<file path="src/rtl/addsub_pkg.sv">
// Shared constants for the chunked add/subtract unit: operation modes and FSM states.
package addsub_pkg;

    localparam logic [1:0] MODE_PASS = 2'b00;
    localparam logic [1:0] MODE_ADD  = 2'b01;
    localparam logic [1:0] MODE_SUB  = 2'b10;
    localparam logic [1:0] MODE_SLT  = 2'b11;

    typedef enum logic [1:0] {IDLE, RUN, DONE} state_t;

endpackage

</file>
<file path="src/rtl/addsub_chunk.sv">
// One CHUNK-bit carry-chain slice; also exposes the carry into the MSB for signed overflow.
module addsub_chunk #(
    parameter int unsigned CHUNK = 8
) (
    input  logic [CHUNK-1:0] a_i,
    input  logic [CHUNK-1:0] b_i,
    input  logic             cin_i,
    output logic [CHUNK-1:0] sum_o,
    output logic             cout_o,
    output logic             cmsb_o
);

    logic [CHUNK:0] full;

    always_comb begin
        full   = {1'b0, a_i} + {1'b0, b_i} + {{CHUNK{1'b0}}, cin_i};
        sum_o  = full[CHUNK-1:0];
        cout_o = full[CHUNK];
        // Sum bit is a^b^carry-in, so the MSB carry-in falls out of the XOR.
        cmsb_o = a_i[CHUNK-1] ^ b_i[CHUNK-1] ^ full[CHUNK-1];
    end

endmodule

</file>
<file path="src/rtl/addsub_seq.sv">
// Multi-cycle add/sub/SLT/pass unit, CHUNK bits per cycle with valid/ready on both sides.
// Define ADDSUB_SAT_EN to clamp overflowing add/sub results to the signed limits.
module addsub_seq
    import addsub_pkg::*;
#(
    parameter int unsigned WIDTH = 32,
    parameter int unsigned CHUNK = 8
) (
    input  logic             clk,
    input  logic             rst_n,
    input  logic             in_valid,
    output logic             in_ready,
    input  logic [WIDTH-1:0] X,
    input  logic [WIDTH-1:0] Y,
    input  logic             S1,
    input  logic             S0,
    input  logic             C_in,
    output logic             out_valid,
    input  logic             out_ready,
    output logic [WIDTH-1:0] S,
    output logic             V,
    output logic             C,
    output logic             N,
    output logic             Z
);

    localparam int unsigned NCH = WIDTH / CHUNK;
    localparam int unsigned KW  = (NCH > 1) ? $clog2(NCH) : 1;

    state_t           state_q;
    logic [1:0]       mode_q;
    logic [WIDTH-1:0] x_q, y_q, sr_q, s_q;
    logic [KW-1:0]    k_q;
    logic             carry_q, v_q, c_q, n_q, z_q;

    logic [CHUNK-1:0] a_chunk, b_chunk, sum;
    logic             cout, cmsb, ovf, lt, last, accept, carry_init;
    logic [WIDTH-1:0] sraw, res_s;
    logic             res_v, res_c, res_n, res_z;

    addsub_chunk #(
        .CHUNK (CHUNK)
    ) u_chunk (
        .a_i    (a_chunk),
        .b_i    (b_chunk),
        .cin_i  (carry_q),
        .sum_o  (sum),
        .cout_o (cout),
        .cmsb_o (cmsb)
    );

    assign in_ready  = (state_q == IDLE) || ((state_q == DONE) && out_ready);
    assign accept    = in_valid && in_ready;
    assign out_valid = (state_q == DONE);
    assign last      = (k_q == KW'(NCH - 1));
    assign S         = s_q;
    assign V         = v_q;
    assign C         = c_q;
    assign N         = n_q;
    assign Z         = z_q;

    always_comb begin
        // Pass runs Y through the adder with a zero operand so latency stays uniform.
        a_chunk = (mode_q == MODE_PASS) ? '0 : x_q[CHUNK-1:0];
        b_chunk = ((mode_q == MODE_ADD) || (mode_q == MODE_PASS)) ? y_q[CHUNK-1:0]
                                                                    : ~y_q[CHUNK-1:0];
        sraw    = (sr_q >> CHUNK) | (WIDTH'(sum) << (WIDTH - CHUNK));
        ovf     = cmsb ^ cout;
        lt      = sum[CHUNK-1] ^ ovf;
    end

    always_comb begin
        unique case ({S1, S0})
            MODE_PASS: carry_init = 1'b0;
            MODE_ADD:  carry_init = C_in;
            default:   carry_init = 1'b1;
        endcase
    end

    // Result/flag selection; only meaningful on the final chunk.
    always_comb begin
        res_s = sraw;
        res_v = ovf;
        res_c = cout;
        res_n = sum[CHUNK-1];
        unique case (mode_q)
            MODE_PASS: begin
                res_v = 1'b0;
                res_c = 1'b0;
                res_n = 1'b0;
            end
            MODE_SUB: res_n = lt;
            MODE_SLT: begin
                res_s = {{(WIDTH-1){1'b0}}, lt};
                res_v = 1'b0;
                res_c = 1'b0;
                res_n = lt;
            end
            default: ;
        endcase
`ifdef ADDSUB_SAT_EN
        if (ovf && ((mode_q == MODE_ADD) || (mode_q == MODE_SUB))) begin
            res_s = {a_chunk[CHUNK-1], {(WIDTH-1){~a_chunk[CHUNK-1]}}};
        end
`endif
        res_z = (res_s == '0);
    end

    always_ff @(posedge clk) begin
        if (!rst_n) begin
            state_q <= IDLE;
            mode_q  <= MODE_PASS;
            x_q     <= '0;
            y_q     <= '0;
            sr_q    <= '0;
            k_q     <= '0;
            carry_q <= 1'b0;
            s_q     <= '0;
            v_q     <= 1'b0;
            c_q     <= 1'b0;
            n_q     <= 1'b0;
            z_q     <= 1'b0;
        end else if (accept) begin
            state_q <= RUN;
            mode_q  <= {S1, S0};
            x_q     <= X;
            y_q     <= Y;
            k_q     <= '0;
            carry_q <= carry_init;
        end else begin
            unique case (state_q)
                RUN: begin
                    x_q     <= x_q >> CHUNK;
                    y_q     <= y_q >> CHUNK;
                    sr_q    <= sraw;
                    carry_q <= cout;
                    k_q     <= k_q + KW'(1);
                    if (last) begin
                        state_q <= DONE;
                        s_q     <= res_s;
                        v_q     <= res_v;
                        c_q     <= res_c;
                        n_q     <= res_n;
                        z_q     <= res_z;
                    end
                end
                DONE: if (out_ready) state_q <= IDLE;
                default: ;
            endcase
        end
    end

endmodule

</file>
<file path="config.mk">
export PLATFORM = sky130hd
export DESIGN_NAME = addsub_seq
export DESIGN_NICKNAME = d
export VERILOG_FILES = /design/src/rtl/addsub_pkg.sv /design/src/rtl/addsub_chunk.sv /design/src/rtl/addsub_seq.sv
export SDC_FILE = /design/constraint.sdc
export NUM_CORES = 1
export LEC_CHECK = 0
export CAP_MARGIN = 20
export CORE_MARGIN = 1
export CORE_UTILIZATION = 30
export CTS_CLUSTER_SIZE = 30
export DETAILED_ROUTE_END_ITERATION = 8
export SLEW_MARGIN = 25
export SYNTH_ARGS = -nofsm -noshare
export SYNTH_HDL_FRONTEND = slang
export SYNTH_SLANG_ARGS = --single-unit
</file>
<file path="constraint.sdc">
create_clock -name clk -period 3.5 [get_ports clk]
set_clock_uncertainty 0.1 [all_clocks]
set_input_delay 0.35 -clock clk [delete_from_list [all_inputs] [get_ports clk]]
set_output_delay 0.35 -clock clk [all_outputs]
set_load 0.02 [all_outputs]
</file>
==> qor.yml <==
clock_sink_count: 131
r2r-end: "Z$_SDFFE_PN0P_"
fin_total_pwr_uw: 4480
maxSlewViolCount: 0
routedWlPerCell_um: 15.0
hp-class: "flip-flop to flip-flop"
reg2regPathDepth: 12
ant_nets: 0
power.density_mw_per_mm2: 577
mostFrequentLayoutCell: "dfxtp_1"
fp.dieArea_mm2: 0.0201
gr-total-overflow: 0
r2r_slack_ns: 0.29
die_h_um: 142
n_antenna_cell: 0
cp_max_fo: 9
ys_types: 47
post-route-period-util_pct: 91.6
grt_pass1_vias: 4491
fin_nets: 833
grt_max_degree: 58
via_count: 4869
hold_buffers: 0
die_w_um: 142
hold_viol: 0
worst_slew_pin_slew_ns: 0.940
numCtsBuffers: 17
yosys.area.top_type: "dfxtp_1"
final_cell_mix: "dfxtp_1, nor2_1, clkdlybuf4s50_1, mux2i_1, a21oi_1"
synth.cell_area_mm2: 0.00586
drive_above_1_share_pct: 6.33
cts_resized: 0
layout_min_cycle_time_ns: 3.21
ys_ff_latch: 131
grtUsageTotal_pct: 15.6
synth-edff-count: 0
rsz0062_at_grt: "no"
gp_congestion: 0.811
io_buffers: 108
async_reset_ff_share_pct: 0
setup_viol_count_final: 0
cts_tree: "yes"
synth-seq-area-share_pct: 44.8
core_mm2: 0.0189
yosys_most_used_dff: "dfxtp_1"
drc: 0
num_rows: 50
cap_violations: 0
synth.area.top_cells: "dfxtp_1, mux2i_1, nor2_1, a211oi_1, a21oi_1"
synth_cells: 659
leakage_uw: 0.00291
clk_latency_ns: 0.43
crit_type: "flip-flop to flip-flop"
required_ns: 3.76
critPathArrivalTime_ns: 3.47
drtIter0Drc: 264
synthToLayoutAreaGrowth_pct: 32.4
fmax_ghz: 0.312
syn_nets: 747
cts-root-buf: "clkbuf_16"
min_to: "S[31]$_SDFFE_PN0P_"
antenna_found_initial: 0
initial_utilization_pct: 31.0
drtPass1Iterations: 4
tns_ns: 0
r2r-start: "mode_q[0]$_SDFFE_PN0P_"
vias_per_cell: 4.78
hpwl_mm: 10.4
ioPinCount: 109
hold_path_depth: 2
peakVddDrop_uv: 335
synth_top_area_share_pct: 44.8
grt_first_pass_wirelength_mm: 24.0
cts_setup_buffers: 0
htreeDepth: 4
clk_pin_slew_worst_paths_ns: 0.06
worst_setup_path_start_kind: "flip-flop"
slew_headroom_pct: 37.3
status: "completed"
cp-end-kind: "flip-flop"
hp-start: "S[31]$_SDFFE_PN0P_"
clk_path_buf_depth: 2
wl_mm: 15.3
syn_avg_cell_area_um2: 8.89
yosysWarnings: 0
==> worst max path at each step <==
stage	startpoint	end	slack, ns	cells past startpoint
2_1_floorplan	mode_q[0]$_SDFFE_PN0P_	Z$_SDFFE_PN0P_	0.31	12
3_3_place_gp	mode_q[0]$_SDFFE_PN0P_	Z$_SDFFE_PN0P_	0.39	12
3_5_place_dp	mode_q[0]$_SDFFE_PN0P_	Z$_SDFFE_PN0P_	0.31	12
4_1_cts	mode_q[0]$_SDFFE_PN0P_	Z$_SDFFE_PN0P_	0.27	12
5_1_grt	mode_q[0]$_SDFFE_PN0P_	Z$_SDFFE_PN0P_	0.06	13
6_report	mode_q[0]$_SDFFE_PN0P_	Z$_SDFFE_PN0P_	0.29	12
==> final cells by class <==
class                      instances  area [um2]
clock buffer                      19         453
sequential                       131        2620
multi-input combinational        465        3000
tap                              260         325
inverter                          13        50.0
timing repair buffer             117        1160
clock inverter                    13         150
fill                            1922       11100
==> Yosys cell counts, types with 4 or more instances <==
master	count
nand3_1	20
nor4_1	4
mux2i_1	69
o21ai_0	5
a211oi_1	50
inv_1	12
clkbuf_1	34
nand2_1	30
nor2b_1	10
buf_1	4
dfxtp_1	131
ha_1	15
xor2_1	11
and3_1	24
nand2b_1	4
nor2_1	117
nor3_1	8
a21oi_1	55
buf_2	11
a31oi_1	4
==> kinds of logic after synthesis <==
group	share of synthesized area [%]
AND/OR/NAND/NOR	17.9
AO/OA/AOI/OAI	15.2
multiplexers	11.8
flip-flops	44.8
buffers and inverters	4.40
adder cells (fa/ha/maj)	3.89
XOR/XNOR	2.09
==> metrics by stage <==
step | instances | setup slack, ns | hold slack, ns | utilization [%] | cell area, um2
after detailed placement | 986 | 0.309 | 0.360 | 37.9 | 7150
after floorplan | 659 | 0.313 | 0.361 | - | 5860
after CTS | 1018 | 0.272 | 0.349 | 41.1 | 7760
after global placement | 986 | 0.393 | 0.347 | 37.9 | 7150
final | 1018 | 0.293 | 0.362 | 41.1 | 7760
after global routing | 1018 | 0.0617 | 0.368 | 41.1 | 7760
==> worst max-delay path, stage by stage, from the launching register on <==
cell and delay, ns:
dfxtp_1 0.38, inv_1 0.08, ha_1 0.30, nor2_2 0.17, xnor2_1 0.09, fa_1 0.42
fa_1 0.41, nand2b_1 0.18, a21oi_1 0.26, o31ai_4 0.10, a311oi_1 0.35, o221ai_1 0.17
o21ai_1 0.13
==> metal layers <==
layer | vias up | global-route usage, % | part of all wire (%) | routed length (um)
li1 | 2496 | - | - | -
met1 | 2251 | 21.4 | 50 | 7680
met2 | 110 | 23.7 | 44 | 6760
met3 | 12 | 3.85 | 4.1 | 632
met4 | 0 | 5.43 | 1.2 | 188
met5 | - | 0 | 0 | 0
==> state kept, by name, summed over array words and instances (netlist names) <==
register and flops:
carry_q 1, sr_q 24, Z 1, V 1, x_q 32, y_q 32, N 1, state_q 2
S 32, mode_q 2, k_q 2, C 1
==> power by group <==
part	total [uW]	internal (uW)	switching [uW]
Sequential	1730	1630	103
Clock	1810	1090	714
Combinational	936	414	522
Total	4480	3140	1340
Power figures use the tool's default switching activity.
==> patch 1 (config.mk and constraints unchanged) <==
`CHUNK` is set to 8 in 2 places; all go to 16.
--- a/src/rtl/addsub_chunk.sv
+++ b/src/rtl/addsub_chunk.sv
@@ -1,5 +1,5 @@
 // One CHUNK-bit carry-chain slice; also exposes the carry into the MSB for signed overflow.
 module addsub_chunk #(
-    parameter int unsigned CHUNK = 8
+    parameter int unsigned CHUNK = 16
 ) (
     input  logic [CHUNK-1:0] a_i,
--- a/src/rtl/addsub_seq.sv
+++ b/src/rtl/addsub_seq.sv
@@ -5,5 +5,5 @@
 #(
     parameter int unsigned WIDTH = 32,
-    parameter int unsigned CHUNK = 8
+    parameter int unsigned CHUNK = 16
 ) (
     input  logic             clk,
Check against the original RTL: not equivalent (Yosys sat finds a counterexample within 4 cycles, from zero or initial values and one cycle with rst_n low).
==> patch 1 against the original RTL <==
Wire length increased by 7.2%. Cell count increased by 7.2%. Setup slack got worse by 0.12 ns. Synthesized cell count increased by 6.8%. Critical endpoint is now carry_q. Total power increased by 13%. Cell area increased by 7.1%. Synthesized area increased by 3.5%. Sequential cell count decreased by 9.
==> patch 1: results (changes against the original RTL) <==
[place]
dp_hpwl_um = 11500  ; +11%
place.gp.congestion = 0.838  ; +3.3%

[logic_synthesis]
synth_compound_area_share_pct = 17.8  ; +2.6 points
synth_fa_ha_area_share_pct = 5.20  ; +1.3 points
synth.area.mux_share_pct = 7.43  ; -4.4 points
ys_seq_area_share_pct = 40.3  ; -4.5 points
synthTopCellsByArea = dfxtp_1, mux2i_1, nand3b_1
synthesis.nets = 799  ; +7.0%
yosysUniqueCellTypes = 52  ; +11%
synth_xor_area_share_pct = 4.04  ; +2.0 points
synthTopCellsByCount = dfxtp_1, nor2_1, a21oi_1, nand2_1, nand3b_1
synth.avg_cell_area_um2 = 8.61  ; -3.1%

[route]
drt_pass1_iterations = 4  ; unchanged
route.vias.total = 5307  ; +9.0%
drt-initial-drc-count = 252  ; -4.5%
wirelength_um = 16400  ; +7.2%
avgRoutedWirePerCell_um = 15.0  ; about the same

[pwr]
leakage_uw = 0.00310  ; +6.4%
vdd_drop_max_uv = 362  ; +8.2%

[global_routing]
grt_pass1_vias = 5054  ; +13%
grt_usage_pct = 16.4  ; +0.77 points
grt_start_max_net_pins = 102  ; +76%
grt_pass1_wl_um = 26100  ; +8.6%

[cells_and_area]
fillCellCount = 1995  ; +3.8%
drive_gt1_share_pct = 11.0  ; +4.7 points
fin_nets = 909  ; +9.1%
final_util_pct = 42.3  ; +1.2 points

[worst_setup_path]
critical-path-top-delay-family = compound AO/OA/AOI/OAI gates
reg2reg_depth = 16  ; +4
critPathArrivalTime_ns = 3.50  ; +0.03 ns
worst-path-max-fanout = 4  ; -5
slowest_delay_ns = 0.39  ; -0.03 ns
slowest_stage = fa_2

[status]
status = complete, no violations

[clocking]
clock_latency_ns = 0.42
path_clk_slew_ns = 0.05

[sta]
slew_headroom_pct = 39.8  ; +2.5 points

[patch 1: cell types whose count changed after synthesis, moves of 9 or more]
cell	unedited run	this run
a211oi_1	50	40
nand3b_1	0	50
clkbuf_1	34	44
nand3_1	20	7
nor2_1	117	89
mux2i_1	69	45
and3_1	24	1
nand2_1	30	69
a21oi_1	55	69
dfxtp_1	131	122
xor2_1	11	22
[patch 1: layer usage]
metal / vias up / routed length [µm] / track usage (%)
met1: 2474 / 8120 / 21.9
met3: 15 / 594 / 3.77
met4: 0 / 258 / 5.76
li1: 2699 / - / -
met2: 119 / 7400 / 25.7
met5: - / 0 / 0
[patch 1: area by class of cell]
class	count	area [µm²]	area share, %
sequential	122	2440	29.4
inverter	12	46.3	0.557
clock buffer	21	480	5.78
clock inverter	10	189	2.27
timing repair buffer	143	1380	16.6
multi-input combinational	518	3440	41.4
tap	265	332	3.99
[patch 1: logic make-up after synthesis]
kind of cell,after synthesis
AOI/OAI and AO/OA,164
and+or+nand+nor,257
adders and majority gates,24
xor gates and xnor gates,28
muxes,45
buffers and inverters,64
DFF,122
[patch 1: where the power goes]
part	internal (µW)	switching [µW]
Combinational	646	793
Sequential	1540	104
Clock	1340	635
[patch 1: worst paths after layout]
| check | start | to | slack, ns |
|---|---|---|---|
| max | mode_q[0] | carry_q | 0.17 |
| min | S[12] | S[12] | 0.35 |
| max reg2reg | mode_q[0] | carry_q | 0.17 |
| min reg2reg | S[12] | S[12] | 0.35 |
[patch 1: worst register-to-register path, delay by kind of cell (launching register included)]
family | cells | cell delay, ns
and+or+nand+nor | 2 | 0.17
AOI/OAI and AO/OA | 7 | 1.09
buffers and inverters | 3 | 0.37
DFF | 1 | 0.34
xor gates and xnor gates | 1 | 0.09
adders and majority gates | 3 | 1.02
[patch 1: per-stage QoR]
step	worst slack, ns	power (µW)	cell area [µm²]	TNS [ns]
2_1_floorplan	0.0101	2590	6070	0
3_3_place_gp	0.0592	3070	7580	0
3_5_place_dp	0.0178	3080	7580	0
4_1_cts	0.0530	5070	8260	0
5_1_grt	-0.0465	5300	8310	-0.125
6_report	0.174	5050	8310	0
[patch 1: timing repair]
action                                 in CTS  in global routing
endpoints found under the hold margin       0                  0
setup endpoints to repair                   1                 19
pin swaps                                   1                  3
gates resized for setup                     1                  9
setup buffers                               1                  0
==> patch 2 (same flow settings) <==
Made on the original files. Reset style: asynchronous (`rst_n`), changed in one clocked block.
--- a/src/rtl/addsub_seq.sv
+++ b/src/rtl/addsub_seq.sv
@@ -107,5 +107,5 @@
     end
 
-    always_ff @(posedge clk) begin
+    always_ff @(posedge clk or negedge rst_n) begin
         if (!rst_n) begin
             state_q <= IDLE;
Check against the original RTL: differs if rst_n is asserted again (counterexample within 4 cycles, from zero or initial values and one cycle with rst_n low); with rst_n held inactive, the same outputs for 4 cycles.
==> patch 2 against the original RTL <==
Cell count grew 0.29%. Synthesized area rose by 3.0%. Critical path depth fell by 1. Wire length shrank 7.5%. Setup slack better by 0.088 ns. Cell area is 3.1% higher. Non-clock buffer count decreased by 1. Sequential cell count is the same. Largest cell class is now registers. Highest routed layer unchanged.
Power is not compared: it rests on default switching activity, and its combinational part moved more than twofold at a synthesized area within 25%.
==> patch 2: results (changes against the original RTL) <==
[status]
status = complete, no violations

[route]
drt_pass1_iterations = 5  ; +1
route.vias.total = 4652  ; -4.5%
wirelength_um = 14100  ; -7.5%
dr_wl_met3_um = 967  ; +53%
drt-initial-drc-count = 341  ; +29%
drt-met1-wl_um = 6840  ; -11%
wl_met2_um = 6160  ; -8.9%
maxUsedRoutingLayer = met4

[worst_setup_path]
slowest_delay_ns = 0.44  ; +0.02 ns
worst-path-max-fanout = 9  ; unchanged
critPathArrivalTime_ns = 3.31  ; -0.16 ns
slowest_stage = fa_1

[logic_synthesis]
yosys_most_used_dff = dfrtp_1
yosysUniqueCellTypes = 43  ; -8.5%
synthTopCellsByCount = nand2_1, dfrtp_1, o21ai_0
synthesis.nets = 731  ; -2.1%
async_reset_ff_share_pct = 100  ; +100 points
synthTopCellsByArea = dfrtp_1, nand2_1, o21ai_0
ys_seq_area_share_pct = 54.3  ; +9.6 points
synth_warnings = 0  ; unchanged

[worst_hold_path]
hp-class = flip-flop to flip-flop

[global_routing]
grt_pass1_vias = 4530  ; +0.87%
grt_start_max_net_pins = 90  ; +55%
grt_pass1_wl_um = 23700  ; -1.5%
grt_antenna_before_repair = 0  ; unchanged
gr-usage-met1_pct = 20.0  ; -1.4 points
grt_use_met2_pct = 22.1  ; -1.6 points
met3_usage_pct = 5.36  ; +1.5 points
grt_usage_pct = 14.9  ; -0.70 points

[cells_and_area]
fin_nets = 828  ; -0.60%
drive_gt1_share_pct = 6.48  ; +0.15 points
fillCellCount = 1976  ; +2.8%
n_antenna_cell = 0  ; unchanged

[sta]
timing_worst_slew_pin_value_ns = 0.832  ; -0.108 ns

[pwr]
leakage_uw = 0.00362
vdd_drop_max_uv = 383

[clocking]
htree_levels = 4  ; unchanged
path_clk_slew_ns = 0.06  ; about the same
clockBufferDepth = 2  ; unchanged
cts-root-buf = clkbuf_16
clock_latency_ns = 0.41  ; -0.02 ns
postCtsSetupBuffers = 0  ; unchanged
cts_buffers = 17  ; unchanged

[place]
dp_hpwl_um = 9760  ; -6.2%
portBuffers = 108  ; unchanged
place.gp.congestion = 0.803  ; -1.1%

-- patch 2: cell count changes in the layout (fill, tap and decap cells not counted), sizes merged, moves of 36 or more --
| cell | delta |
|---|---|
| o21ai | +81 |
| a211oi | -50 |
| mux2i | -36 |
| nand2 | +195 |
| dfrtp | +131 |
| a21oi | -45 |
| dfxtp | -131 |
| nor2 | -106 |
-- patch 2: path summary, 6_finish.rpt --
path	from	end	slack, ns	cells past startpoint
max	mode_q[0]	V	0.38	11
min	x_q[7]	x_q[7]	0.37	2
max reg2reg	mode_q[0]	V	0.38	11
min reg2reg	x_q[7]	x_q[7]	0.37	2
max in group asynchronous	rst_n	y_q[24]	2.06	3
min in group asynchronous	rst_n	S[23]	0.49	2
-- patch 2: stage by stage --
stage / instances / hold slack [ns] / area [µm²] / utilization, % / setup WS [ns]
6_report: 1021 / 0.372 / 8000 / 40.8 / 0.382
5_1_grt: 1021 / 0.390 / 8000 / 40.8 / 0.138
4_1_cts: 1021 / 0.367 / 8000 / 40.8 / 0.379
3_5_place_dp: 988 / 0.361 / 7370 / 37.6 / 0.384
3_3_place_gp: 988 / 0.354 / 7370 / 37.6 / 0.465
2_1_floorplan: 646 / -0.0456 / 6030 / - / 0.442
-- patch 2: cell type report --
type / count / area share (%)
Tap cell: 265 / 4.15
Timing Repair Buffer: 116 / 14.6
Inverter: 8 / 0.375
Clock buffer: 22 / 6.05
Clock inverter: 10 / 1.61
Sequential cell: 131 / 41.0
Multi-Input combinational cell: 469 / 32.2
-- patch 2: kinds of logic after synthesis --
group / Yosys count / share of synthesized area, %
AOI/OAI and AO/OA: 136 / 13.1
xor gates and xnor gates: 15 / 2.18
adders and majority gates: 14 / 3.15
buffers and inverters: 46 / 3.34
DFF: 131 / 54.3
muxes: 33 / 5.47
and+or+nand+nor: 271 / 18.4
-- patch 2: critical path, delay by kind of cell, from the launching register on --
family                     cells  cell delay [ns]
xor gates and xnor gates       2             0.31
adders and majority gates      3             1.20
buffers and inverters          1             0.10
and+or+nand+nor                2             0.32
DFF                            1             0.40
AOI/OAI and AO/OA              3             0.58
-- patch 2: where the power goes --
part	internal (µW)	total, µW	switching [µW]	leakage, µW
sequential	2180	2630	452	0.00168
combinational	1600	3850	2250	0.00163
clock	1190	1810	626	0.000309
total	4970	8290	3320	0.00362
-- patch 2: repair_timing --
| item | CTS | global route |
|---|---|---|
| endpoints found under the setup margin | 0 | 0 |
| hold buffers | 1 | 0 |
| gates resized for setup | 0 | 0 |
| endpoints found under the hold margin | 88 | 0 |
